`src/rtl/vga_pkg.sv`:
```
// Shared definitions for the VGA framebuffer fetch arbiter.
// Holds the memory address width, the arbiter FSM state encoding, the
// round-robin owner encoding and the request/grant vector bit positions.
package vga_pkg;

  localparam int unsigned AddrW = 24;

  typedef enum logic [1:0] {
    StIdle     = 2'd0,
    StDispWait = 2'd1,
    StHostWait = 2'd2
  } state_e;

  typedef enum logic {
    GntHost = 1'b0,
    GntDisp = 1'b1
  } grant_e;

  // Bit positions in the request/grant vectors of vga_rr_arb2.
  localparam int unsigned ReqDisp = 0;
  localparam int unsigned ReqHost = 1;

endpackage

```
`src/rtl/vga_rr_arb2.sv`:
```
// Two-requester round-robin decision (combinational).
// Ports:
//   req        - request vector, bit ReqDisp = display, bit ReqHost = host
//   last_grant - requester served most recently
//   gnt        - one-hot grant (all zero when nobody requests)
// A lone requester always wins; on a tie the one not served last wins.
module vga_rr_arb2
  import vga_pkg::*;
(
  input  logic [1:0] req,
  input  grant_e     last_grant,
  output logic [1:0] gnt
);

  always_comb begin
    gnt          = 2'b00;
    gnt[ReqDisp] = req[ReqDisp] & (~req[ReqHost] | (last_grant == GntHost));
    gnt[ReqHost] = req[ReqHost] & (~req[ReqDisp] | (last_grant == GntDisp));
  end

endmodule

```
`src/rtl/vga_fetch_arbiter.sv`:
```
// Arbitrates a single-word memory port between display line fetches and host writes.
// Ports:
//   clk, reset                   - clock, asynchronous active-high reset
//   line_start, line_visible     - end-of-line pulse, qualified by "next line visible"
//   frame_start                  - start-of-frame pulse (rewinds to BASE_ADDR)
//   fifo_full, pix_wr, pix_data  - line-FIFO write side
//   host_req/addr/wdata/gnt      - host write requester (holds request until host_gnt)
//   mem_req/we/addr/wdata        - memory request, held stable until mem_ack
//   mem_ack, mem_rdata           - memory response
//   underrun                     - sticky: a visible line began before the previous one finished
// All outputs are registered.
module vga_fetch_arbiter
  import vga_pkg::*;
#(
  parameter logic [AddrW-1:0] BASE_ADDR      = 24'h000000,
  parameter int unsigned      WORDS_PER_LINE = 320
) (
  input  logic             clk,
  input  logic             reset,
  input  logic             line_start,
  input  logic             line_visible,
  input  logic             frame_start,
  input  logic             fifo_full,
  output logic             pix_wr,
  output logic [31:0]      pix_data,
  input  logic             host_req,
  input  logic [AddrW-1:0] host_addr,
  input  logic [31:0]      host_wdata,
  output logic             host_gnt,
  output logic             mem_req,
  output logic             mem_we,
  output logic [AddrW-1:0] mem_addr,
  output logic [31:0]      mem_wdata,
  input  logic             mem_ack,
  input  logic [31:0]      mem_rdata,
  output logic             underrun
);

  localparam int unsigned      CntW     = (WORDS_PER_LINE > 1) ? $clog2(WORDS_PER_LINE) : 1;
  localparam logic [CntW-1:0]  LastWord = CntW'(WORDS_PER_LINE - 1);
  localparam logic [AddrW-1:0] LineStep = AddrW'(WORDS_PER_LINE);

  state_e           state_q, state_d;
  grant_e           last_grant_q, last_grant_d;
  logic [AddrW-1:0] line_addr_q, line_addr_d;
  logic [CntW-1:0]  word_cnt_q, word_cnt_d;
  logic             disp_pending_q, disp_pending_d;
  // Set when the outstanding display fetch belongs to an abandoned line/frame.
  logic             stale_q, stale_d;

  logic             mem_req_d, mem_we_d, pix_wr_d, host_gnt_d, underrun_d;
  logic [AddrW-1:0] mem_addr_d;
  logic [31:0]      mem_wdata_d, pix_data_d;

  logic       line_go, restart, count_ack;
  logic [1:0] cand, gnt;

  assign line_go = line_start & line_visible;
  assign restart = frame_start | line_go;
  // A completed fetch only advances the line if nothing re-pointed the line meanwhile.
  assign count_ack = (state_q == StDispWait) & mem_ack & ~stale_q & ~restart;

  // No display grant on a restart cycle: the address is about to change.
  // host_gnt high means the host request still visible is the one just finished.
  always_comb begin
    cand          = 2'b00;
    cand[ReqDisp] = disp_pending_q & ~fifo_full & ~restart;
    cand[ReqHost] = host_req & ~host_gnt;
  end

  vga_rr_arb2 u_arb (
    .req        (cand),
    .last_grant (last_grant_q),
    .gnt        (gnt)
  );

  always_comb begin
    state_d        = state_q;
    last_grant_d   = last_grant_q;
    line_addr_d    = line_addr_q;
    word_cnt_d     = word_cnt_q;
    disp_pending_d = disp_pending_q;
    stale_d        = stale_q;
    mem_req_d      = mem_req;
    mem_we_d       = mem_we;
    mem_addr_d     = mem_addr;
    mem_wdata_d    = mem_wdata;
    pix_wr_d       = 1'b0;
    pix_data_d     = pix_data;
    host_gnt_d     = 1'b0;
    underrun_d     = underrun;

    case (state_q)
      StIdle: begin
        if (gnt[ReqDisp]) begin
          state_d      = StDispWait;
          last_grant_d = GntDisp;
          stale_d      = 1'b0;
          mem_req_d    = 1'b1;
          mem_we_d     = 1'b0;
          mem_addr_d   = line_addr_q + AddrW'(word_cnt_q);
        end else if (gnt[ReqHost]) begin
          state_d      = StHostWait;
          last_grant_d = GntHost;
          mem_req_d    = 1'b1;
          mem_we_d     = 1'b1;
          mem_addr_d   = host_addr;
          mem_wdata_d  = host_wdata;
        end
      end
      StDispWait: begin
        if (restart) stale_d = 1'b1;
        if (mem_ack) begin
          state_d    = StIdle;
          mem_req_d  = 1'b0;
          pix_wr_d   = 1'b1;
          pix_data_d = mem_rdata;
        end
      end
      StHostWait: begin
        if (mem_ack) begin
          state_d    = StIdle;
          mem_req_d  = 1'b0;
          host_gnt_d = 1'b1;
        end
      end
      default: state_d = StIdle;
    endcase

    // Line bookkeeping: fetch completion, then frame_start, then line_start.
    if (count_ack) begin
      if (word_cnt_q == LastWord) begin
        disp_pending_d = 1'b0;
        word_cnt_d     = '0;
        line_addr_d    = line_addr_q + LineStep;
      end else begin
        word_cnt_d = word_cnt_q + CntW'(1);
      end
    end
    if (frame_start) begin
      line_addr_d    = BASE_ADDR;
      word_cnt_d     = '0;
      disp_pending_d = 1'b0;
    end
    if (line_go) begin
      // Previous line unfinished: skip the rest of it.
      if (disp_pending_q && !frame_start) begin
        underrun_d  = 1'b1;
        line_addr_d = line_addr_q + LineStep;
      end
      disp_pending_d = 1'b1;
      word_cnt_d     = '0;
    end
  end

  always_ff @(posedge clk or posedge reset) begin
    if (reset) begin
      state_q        <= StIdle;
      last_grant_q   <= GntHost;
      line_addr_q    <= BASE_ADDR;
      word_cnt_q     <= '0;
      disp_pending_q <= 1'b0;
      stale_q        <= 1'b0;
      mem_req        <= 1'b0;
      mem_we         <= 1'b0;
      mem_addr       <= '0;
      mem_wdata      <= '0;
      pix_wr         <= 1'b0;
      pix_data       <= '0;
      host_gnt       <= 1'b0;
      underrun       <= 1'b0;
    end else begin
      state_q        <= state_d;
      last_grant_q   <= last_grant_d;
      line_addr_q    <= line_addr_d;
      word_cnt_q     <= word_cnt_d;
      disp_pending_q <= disp_pending_d;
      stale_q        <= stale_d;
      mem_req        <= mem_req_d;
      mem_we         <= mem_we_d;
      mem_addr       <= mem_addr_d;
      mem_wdata      <= mem_wdata_d;
      pix_wr         <= pix_wr_d;
      pix_data       <= pix_data_d;
      host_gnt       <= host_gnt_d;
      underrun       <= underrun_d;
    end
  end

endmodule

```
`config.mk`:
```
export PLATFORM = sky130hd
export DESIGN_NAME = vga_fetch_arbiter
export DESIGN_NICKNAME = d
export VERILOG_FILES = /design/src/rtl/vga_pkg.sv /design/src/rtl/vga_rr_arb2.sv /design/src/rtl/vga_fetch_arbiter.sv
export SDC_FILE = /design/constraint.sdc
export NUM_CORES = 1
export LEC_CHECK = 0
export BUFFER_PORTS_ARGS = -buffer_cell sky130_fd_sc_hd__buf_2
export CORE_MARGIN = 4
export CORE_UTILIZATION = 55
export CTS_CLUSTER_SIZE = 8
export DETAILED_ROUTE_END_ITERATION = 16
export PLACE_DENSITY = 0.88
export SLEW_MARGIN = 20
export SYNTH_ARGS = -nofsm -noshare
export SYNTH_HDL_FRONTEND = slang
export SYNTH_SLANG_ARGS = --single-unit
```
`constraint.sdc`:
```
create_clock -name clk -period 6.5 [get_ports clk]
set_input_delay 0.325 -clock clk [delete_from_list [all_inputs] [get_ports clk]]
set_output_delay 0.325 -clock clk [all_outputs]
set_load 0.02 [all_outputs]
```
* After elaboration in Yosys (flattened, before gate mapping)
Cells that the tools add are included.
Word-level totals: flip-flop bits (word level) 131, bits of input ports 96, output and inout bits 93, logic and storage cells 93
Cells by class: add/sub/neg operators 3, equality and inequality tests 7, muxes and demuxes 32, bitwise logic cells 20, reductions and logical operators 17
Operators by type and width (count):
- 24-bit 2-to-1 mux | 7
- 9-bit 2-to-1 mux | 4
- 24-bit by 9-bit adder with 24-bit output | 1
- 24-bit by 9-bit adder with 24-bit output (second input constant) | 1
- 1-bit 2-to-1 mux | 15
- 2-bit AND reduction | 5
- 9-bit by 1-bit adder with 9-bit output (second input constant) | 1
- 1-bit bitwise AND | 9
- 9-bit == test (second input constant) | 1
- 3-bit AND reduction | 3
- 1-bit inverter | 8
- 2-bit 2-to-1 mux | 3
- 2-bit nonzero test | 3
- 3-bit nonzero test | 2
- 2-bit != test (second input constant) | 2
- 1-bit one-hot mux with 2 select lines | 2
- 2-bit one-hot mux with 2 select lines | 1
- 3-bit != test (second input constant) | 1
- 1-bit bitwise OR | 3
- 2-bit by 1-bit == test with 1-bit output (second input constant) | 1
- 2-bit == test (second input constant) | 1
- 2-bit logical NOT | 1
- 2-bit by 1-bit != test with 1-bit output (second input constant) | 1
- 2-bit OR reduction | 1
- other kinds (2) | 2

* Logic depth before layout (Yosys ltp)
Gate-level depths: netlist of run 1.
word-level depth 10, gate-level depth with buffers 9, depth with buffers taken out 9

* By module
A second synthesis of run 1 with hierarchy kept.
Unflattened totals: cell total of the unflattened synthesis 556, area, all modules 6233.5 um^2
By module, submodules not included:
- vga_fetch_arbiter | times used 1, cells each 553, area each 6214.7 um^2
- vga_rr_arb2 | times used 1, cells each 3, area each 18.8 um^2

* Least setup slack after synthesis of run 1
No wires, ideal clock.
path type register to register, start register word_cnt_q[6], end register mem_addr[21], library setup time 133 ps, arrival time 2083 ps, data required time 6367 ps, setup slack 4284 ps, cell stages (with the launch flop) 8, path buffers 0, clock period less this slack 2216 ps, path through dfrtp_1 ha_1 a21o_1 a21o_1 a221oi_1 nor3_1 xnor2_1 o21ai_0
On the way: cells in the longest elaborated chain, start to end 2
RTL lines:
- from (decl) | RTL line vga_fetch_arbiter.sv:46 | logic [CntW-1:0] word_cnt_q, word_cnt_d;
- from (signal assigned) | RTL line vga_fetch_arbiter.sv:176 | word_cnt_q <= word_cnt_d;
- 24-bit by 9-bit adder with 24-bit output | RTL line vga_fetch_arbiter.sv:101 | mem_addr_d = line_addr_q + AddrW'(word_cnt_q);
- 24-bit 2-to-1 mux | RTL line vga_fetch_arbiter.sv:95 | if (gnt[ReqDisp]) begin
- to (signal assigned) | RTL line vga_fetch_arbiter.sv:181 | mem_addr <= mem_addr_d;
- to (decl) | RTL line vga_fetch_arbiter.sv:32 | output logic [AddrW-1:0] mem_addr,
No other way between the ends. A chain may end at the register's enable or synchronous reset.

* Final worst setup path of run 1
start register word_cnt_q[6], end register mem_addr[19]
Same word-level chain as after synthesis.

==> results.ini, run 1 <==
[status]
status = completed

[die]
io_pins = 189
fp.coreArea_um2 = 10500
chipHeight_um = 113
die_w_um = 113
initial_core_util_pct = 57.4
num_rows = 37
die-area_um2 = 12700

[setup_path]
cp.required_ps = 6890
r2r_cells = 7
crit_arrival_ps = 3160
crit_path_max_incr_delay_ps = 830
critPathCaptureType = flop
reg2reg_slack_ps = 3740
cp_slowest_cell = a221oi_1
path_class = flop to flop
worst_r2r_startpoint = word_cnt_q[6]
setup.worst_path.start_class = flop
worst-path-max-fanout = 7
cp_common_cell = a21o_1
worstPathCellList = ha_1 -> a21o_1 -> a21o_1 -> a221oi_1 -> nor2_1 -> xnor2_1 -> a21oi_1
timing.rr.end = mem_addr[19]

[clock_tree]
cts-buffers-inserted = 17
clk_pin_slew_ps = 60
clockBufferDepth = 2
clk-insertion-delay-late_ps = 530
cts_root_buf = clkbuf_8
cts.sinks = 131
cts_tree = yes
ctsHtreeMaxLevel = 4
cts_resized = 0

[timing]
post-route-period-util_pct = 42.5
period_needed_ps = 2760
skew_ps = 12.4
hold_viol = 0
drv_slew = 0
max_freq_mhz = 362
finalSetupViolCount = 0
fin_tns_setup_ps = 0
tightest_slew_ps = 1040
rsz0062_at_grt = no
maxSlewHeadroom_pct = 30.8

[placement]
dp_hpwl_um = 11700
placement.io_buffers = 188
dp_cells = 901
gp_congestion = 0.868

[logic_synthesis]
synth_ff_type = dfrtp_1
syn_nets = 711
yosysWarnings = 0
syn_avg_cell_area_um2 = 10.1
yosysSeqAreaShare_pct = 54.3
synth-edff-count = 0
synth_cell_type_count = 48
synth-seq-cells = 131
synth_area_um2 = 6040
async_reset_ff_share_pct = 100
syn_inst = 599

[worst_hold_path]
hold_start = host_wdata[8]
hold_depth = 3
hold-path-endpoint = mem_wdata[8]
hold_path.class = input pin to flop

[pwr]
comb_power_share_pct = 33.4
swShare_pct = 37.4
finalPower_mw = 3.34
power.internal_mw = 2.09
peakVddDrop_mv = 0.244
power.density_nw_per_um2 = 420
power.leakage_nw = 3.99
p_sw_mw = 1.25
clkPwrFrac_pct = 30.1
power_frac_seq_pct = 36.5

[cells_and_area]
area_delta_synth_final_pct = 31.6
finalNetCount = 921
stdcell_count = 958
final_common_cell = buf_2
fin_util_pct = 75.6
final_cell_mix = buf_2, dfrtp_1, nand2_1
drive_above_1_share_pct = 31.9
fillers = 619
antenna_cells = 0

[drt]
postRouteAntennaNets = 0
drt-pass1-iter-count = 5
drt-total-wl_um = 17700
drc = 0
vias = 5437
wl_per_cell_um = 18.5
viasPerCell = 5.68
drtIter0Drc = 540

[global_route]
grt_start_max_net_pins = 67
groute.usage.overall_pct = 27.9
grt_pass1_vias = 5607
antenna_found_initial = 0
grt-ovfl-total = 0
grt_pass1_wl_um = 28400

[job]
max-cap-violations = 0

[sequential cells by signal, summed over array words and instances (netlist names), 2 cells and up]
signal and count:
mem_wdata 32, state_q 2, word_cnt_q 9, pix_data 32, line_addr_q 24, mem_addr 24
[cell families after synthesis]
group | after synthesis | synth area share [%]
XOR/XNOR | 37 | 5.37
buffers and inverters | 38 | 2.63
adder cells (fa/ha/maj) | 16 | 3.44
flip-flops | 131 | 54.3
multiplexers | 33 | 6.13
AO/OA/AOI/OAI | 108 | 10.5
AND/OR/NAND/NOR | 236 | 17.6
[worst max path at each step]
stage / startpoint / to / cells after the start
final: word_cnt_q[6] / mem_addr[19] / 7
after floorplan: reset / disp_pending_q / 1
after CTS: disp_pending_q / mem_addr[19] / 6
after global placement: frame_start / mem_addr[11] / 7
after detailed placement: frame_start / mem_addr[19] / 7
after global routing: disp_pending_q / mem_addr[19] / 6
[routing by layer]
layer	part of all wire [%]	routed length, µm	global-route usage [%]	up-vias
met4	4.5	803	14.9	0
met5	0	0	0	-
met1	37	6570	32.8	2606
li1	-	-	-	2466
met2	52	9130	48.3	300
met3	6.8	1210	5.19	65
[power groups by stage]
stage / Combinational, mW / Clock [mW] / Sequential [mW]
2_1_floorplan: 0.360 / 0 / 1.52
3_3_place_gp: 1.04 / 0 / 1.21
3_5_place_dp: 1.08 / 0 / 1.22
4_1_cts: 1.10 / 1.01 / 1.21
5_1_grt: 1.19 / 1.05 / 1.24
6_report: 1.12 / 1.01 / 1.22
[per-stage QoR]
step | area, µm² | setup slack (ps) | hold WS [ps]
3_3_place_gp | 7060 | 3280 | 453
4_1_cts | 7950 | 3430 | 0.298
5_1_grt | 7950 | 3530 | 13.3
2_1_floorplan | 6040 | 2680 | 430
6_report | 7950 | 3740 | 17.9
3_5_place_dp | 7060 | 3140 | 458
[layout make-up]
type | count | area, µm² | share of cell area, %
timing repair buffer | 216 | 1210 | 15.3
inverter | 13 | 51.3 | 0.645
clock buffer | 18 | 428 | 5.38
tap | 136 | 170 | 2.14
sequential | 131 | 3280 | 41.2
clock inverter | 14 | 204 | 2.57
multi-input combinational | 430 | 2600 | 32.7
[cell usage after synthesis, types with 2 or more instances]
library cell / n / area, µm²
a211oi_1: 2 / 15.0
a21o_1: 4 / 30.0
a21oi_1: 37 / 185
a22oi_1: 13 / 97.6
a31oi_1: 5 / 31.3
and2_1: 4 / 25.0
and3_1: 2 / 12.5
and4_1: 5 / 43.8
buf_2: 4 / 20.0
clkbuf_1: 19 / 71.3
dfrtp_1: 131 / 3280
ha_1: 15 / 188
inv_1: 13 / 48.8
mux2_2: 32 / 360
nand2_1: 130 / 488
nand2b_1: 3 / 18.8
nand3_1: 12 / 60.1
nand4_1: 6 / 37.5
nor2_1: 40 / 150
nor2b_1: 10 / 62.6
nor3_1: 7 / 35.0
nor3b_1: 2 / 15.0
o211ai_1: 2 / 15.0
o21ai_0: 29 / 145
o21ai_1: 5 / 25.0
o22ai_1: 2 / 12.5
o31ai_1: 2 / 15.0
or2_2: 2 / 12.5
or3_1: 7 / 43.8
xnor2_1: 28 / 245
xor2_1: 9 / 78.8
[critical path: cells and delay by family (launching register included)]
| kind | cells | cell delay, ps |
|---|---|---|
| flops | 1 | 460 |
| xor+xnor | 1 | 280 |
| fa+ha+maj | 1 | 400 |
| compound gates | 4 | 1340 |
| simple gates | 1 | 150 |
[repair_timing]
item | 4_1_cts | 5_1_grt
hold endpoints to repair | 89 | 0
buffers inserted | 0 | 0
hold buffers | 25 | 0
Note: power is estimated with default switching activity, not from simulation.
==> run 2, diff against run 1 <==
- CORE_UTILIZATION: 55 -> 46
- PLACE_DENSITY: 0.88 -> 0.79
- clock period: 6.5 -> 2.4 ns (I/O delays scaled with it)
==> run 2 against run 1 <==
The run now ends with hold timing left. Design area rose by 9.9%. Die area increased by 18%. Critical endpoint is now mem_addr[13]. Routed wire length is 1.8% higher.
==> results.ini, run 2 (same netlist as run 1, synthesis figures left out) <==
[timing]
rsz0062_at_grt = no  ; unchanged
hold_viol = 1  ; was 0
skew_ps = 19.5  ; was 12.4 ps
finalSetupViolCount = 0  ; unchanged
maxSlewHeadroom_pct = 50.2  ; was 30.8%
period_needed_ps = 2230  ; was 2760 ps
tightest_slew_ps = 745  ; was 1040 ps
hold_ws_ps = -0.268  ; was 17.9 ps
drv_slew = 0  ; unchanged
fin_tns_setup_ps = 0  ; unchanged
post-route-period-util_pct = 92.8  ; was 42.5%
max_freq_mhz = 449  ; was 362 MHz

[setup_path]
crit_buf_inv = 1  ; was 0
crit_arrival_ps = 2510  ; was 3160 ps
worst-path-max-fanout = 6  ; was 7
crit_path_max_incr_delay_ps = 440  ; was 830 ps
crit_path_start = line_addr_q[6]  ; was word_cnt_q[6]
cp_slowest_cell = dfrtp_1  ; was a221oi_1
cp.required_ps = 2680  ; was 6890 ps
critPathCaptureType = flop  ; unchanged
path_class = flop to flop  ; unchanged
worstPathCellList = ha_2 -> a21o_1 -> a21o_1 -> a221oi_1 -> buf_4 -> nor2_1 -> xnor2_1 -> o21ai_0  ; was ha_1 -> a21o_1 -> a21o_1 -> a221oi_1 -> nor2_1 -> xnor2_1 -> a21oi_1
cp_common_cell = a21o_1  ; unchanged
cp_top_family = compound AO/OA/AOI/OAI gates  ; unchanged
setup.worst_path.start_class = flop  ; unchanged
worst_r2r_startpoint = line_addr_q[6]  ; was word_cnt_q[6]

[drt]
viasPerCell = 5.24  ; was 5.68
postRouteAntennaNets = 0  ; unchanged
drt-total-wl_um = 18100  ; was 17700 µm
drt-pass1-iter-count = 5  ; unchanged
drc = 0  ; unchanged
drtIter0Drc = 418  ; was 540
wl_met3_um = 1290  ; was 1210 µm
highest_layer = met4  ; unchanged
wl_per_cell_um = 16.9  ; was 18.5 µm
m1WireLength_um = 7090  ; was 6570 µm
vias = 5595  ; was 5437
dr_wl_met2_um = 9120  ; was 9130 µm

[global_route]
grt_pass1_wl_um = 28400  ; about the same
grt_start_max_net_pins = 54  ; was 67
grt-ovfl-total = 0  ; unchanged
antenna_found_initial = 0  ; unchanged
grt_pass1_vias = 5639  ; was 5607
groute.usage.overall_pct = 24.2  ; was 27.9%

[clock_tree]
clockBufferDepth = 2  ; unchanged
ctsHtreeMaxLevel = 4  ; unchanged
cts-buffers-inserted = 17  ; unchanged
clk_pin_slew_ps = 60  ; about the same
cts.sinks = 131  ; unchanged
cts_root_buf = clkbuf_16  ; was clkbuf_8
cts_tree = yes  ; unchanged
clk-insertion-delay-late_ps = 420  ; was 530 ps

[cells_and_area]
final_common_cell = buf_2  ; unchanged
design_area_um2 = 8740  ; was 7950 µm²
finalNetCount = 994  ; was 921
antenna_cells = 0  ; unchanged
drive_above_1_share_pct = 31.6  ; was 31.9%
reg_top3 = mem_wdata x32, pix_data x32  ; unchanged
final_cell_mix = buf_2, nand2_1, dfrtp_1  ; was buf_2, dfrtp_1, nand2_1
area_delta_synth_final_pct = 44.7  ; was 31.6%

[pwr]
power.density_nw_per_um2 = 1040  ; was 420 nW/µm²
peakVddDrop_mv = 0.500  ; was 0.244 mV
power.leakage_nw = 4.30  ; was 3.99 nW

[die]
die-area_um2 = 15000  ; was 12700 µm²
num_rows = 41  ; was 37
initial_core_util_pct = 47.5  ; was 57.4%
fp.coreArea_um2 = 12700  ; was 10500 µm²
io_pins = 189  ; unchanged
die_w_um = 123  ; was 113 µm
chipHeight_um = 123  ; was 113 µm

[placement]
dp_hpwl_um = 11500  ; was 11700 µm
placed_area_um2 = 7250  ; was 7060 µm²
placement.io_buffers = 188  ; unchanged
gp_congestion = 0.873  ; was 0.868

[worst_hold_path]
hold_start = line_visible  ; was host_wdata[8]
hold_path.class = input pin to flop  ; unchanged

[status]
violations = hold timing
status = finished with violations  ; was completed

[job]
max-cap-violations = 0  ; unchanged

[run 2: changes by cell type in the layout (fill, tap and decap cells not counted), moves of 2 or more]
cell and change:
buf_12 +4, buf_4 +10, clkbuf_8 -2, clkinv_2 +2
clkinv_4 -3, clkinvlp_4 +3, dfrtp_1 -2, dfrtp_2 +2
dlygate4sd3_1 +59, o21ai_1 -3, o21ai_2 +3
[run 2: cell type report]
type                    instances  area, µm²
fillers                       872       3990
repair buffers                289       1960
multi-input cells             430       2620
inverters                      13       52.6
well taps                     172        215
clock buffers                  17        425
clock inverters                15        181
flip-flops and latches        131       3280
[run 2: power breakdown]
group          internal (mW)  switching, mW
clock network           1.64          0.989
logic                   1.15           1.99
registers               2.91          0.393
[run 2: worst reg2reg max path, delay by kind of cell (launching register included)]
kind,cells,cell delay (ps)
AO/OA/AOI/OAI,4,820
flip-flops,1,440
adder cells (fa/ha/maj),1,360
buffers and inverters,1,210
XOR/XNOR,1,200
AND/OR/NAND/NOR,1,70
[run 2: repair_timing]
| item | in CTS | in global routing |
|---|---|---|
| buffers inserted | 0 | 0 |
| hold buffers | 84 | 0 |
| gates resized for setup | 0 | 7 |
| hold endpoints to repair | 113 | 0 |
| endpoints found under the setup margin | 0 | 7 |
[run 2: metrics by stage]
stage	std cells	hold slack (ps)	setup WS (ps)	util (%)	power, mW
after global routing	1067	7.18	44.0	68.7	9.53
after floorplan	599	225	184	-	5.10
final	1067	-0.268	173	68.7	9.06
after CTS	1066	0.600	71.7	68.4	9.00
after detailed placement	950	286	91.0	57.0	6.25
after global placement	950	289	195	57.0	6.16
[run 2: path summary, 6_finish.rpt]
check / endpoint / slack (ps) / cells after the start
worst max-delay path: mem_addr[13] / 170 / 8
worst min-delay path: disp_pending_q / -0.3 / 3
worst max register to register: mem_addr[13] / 170 / 8
worst min register to register: mem_wdata[31] / 470 / 2
max in group asynchronous: word_cnt_q[6] / 1300 / 4
min in group asynchronous: mem_wdata[8] / 380 / 3
[run 2: metal layers]
layer,vias to the layer above,track usage [%]
met5,-,0
met3,42,5.81
met1,2698,29.3
li1,2618,-
met2,237,41.4
met4,0,10.3
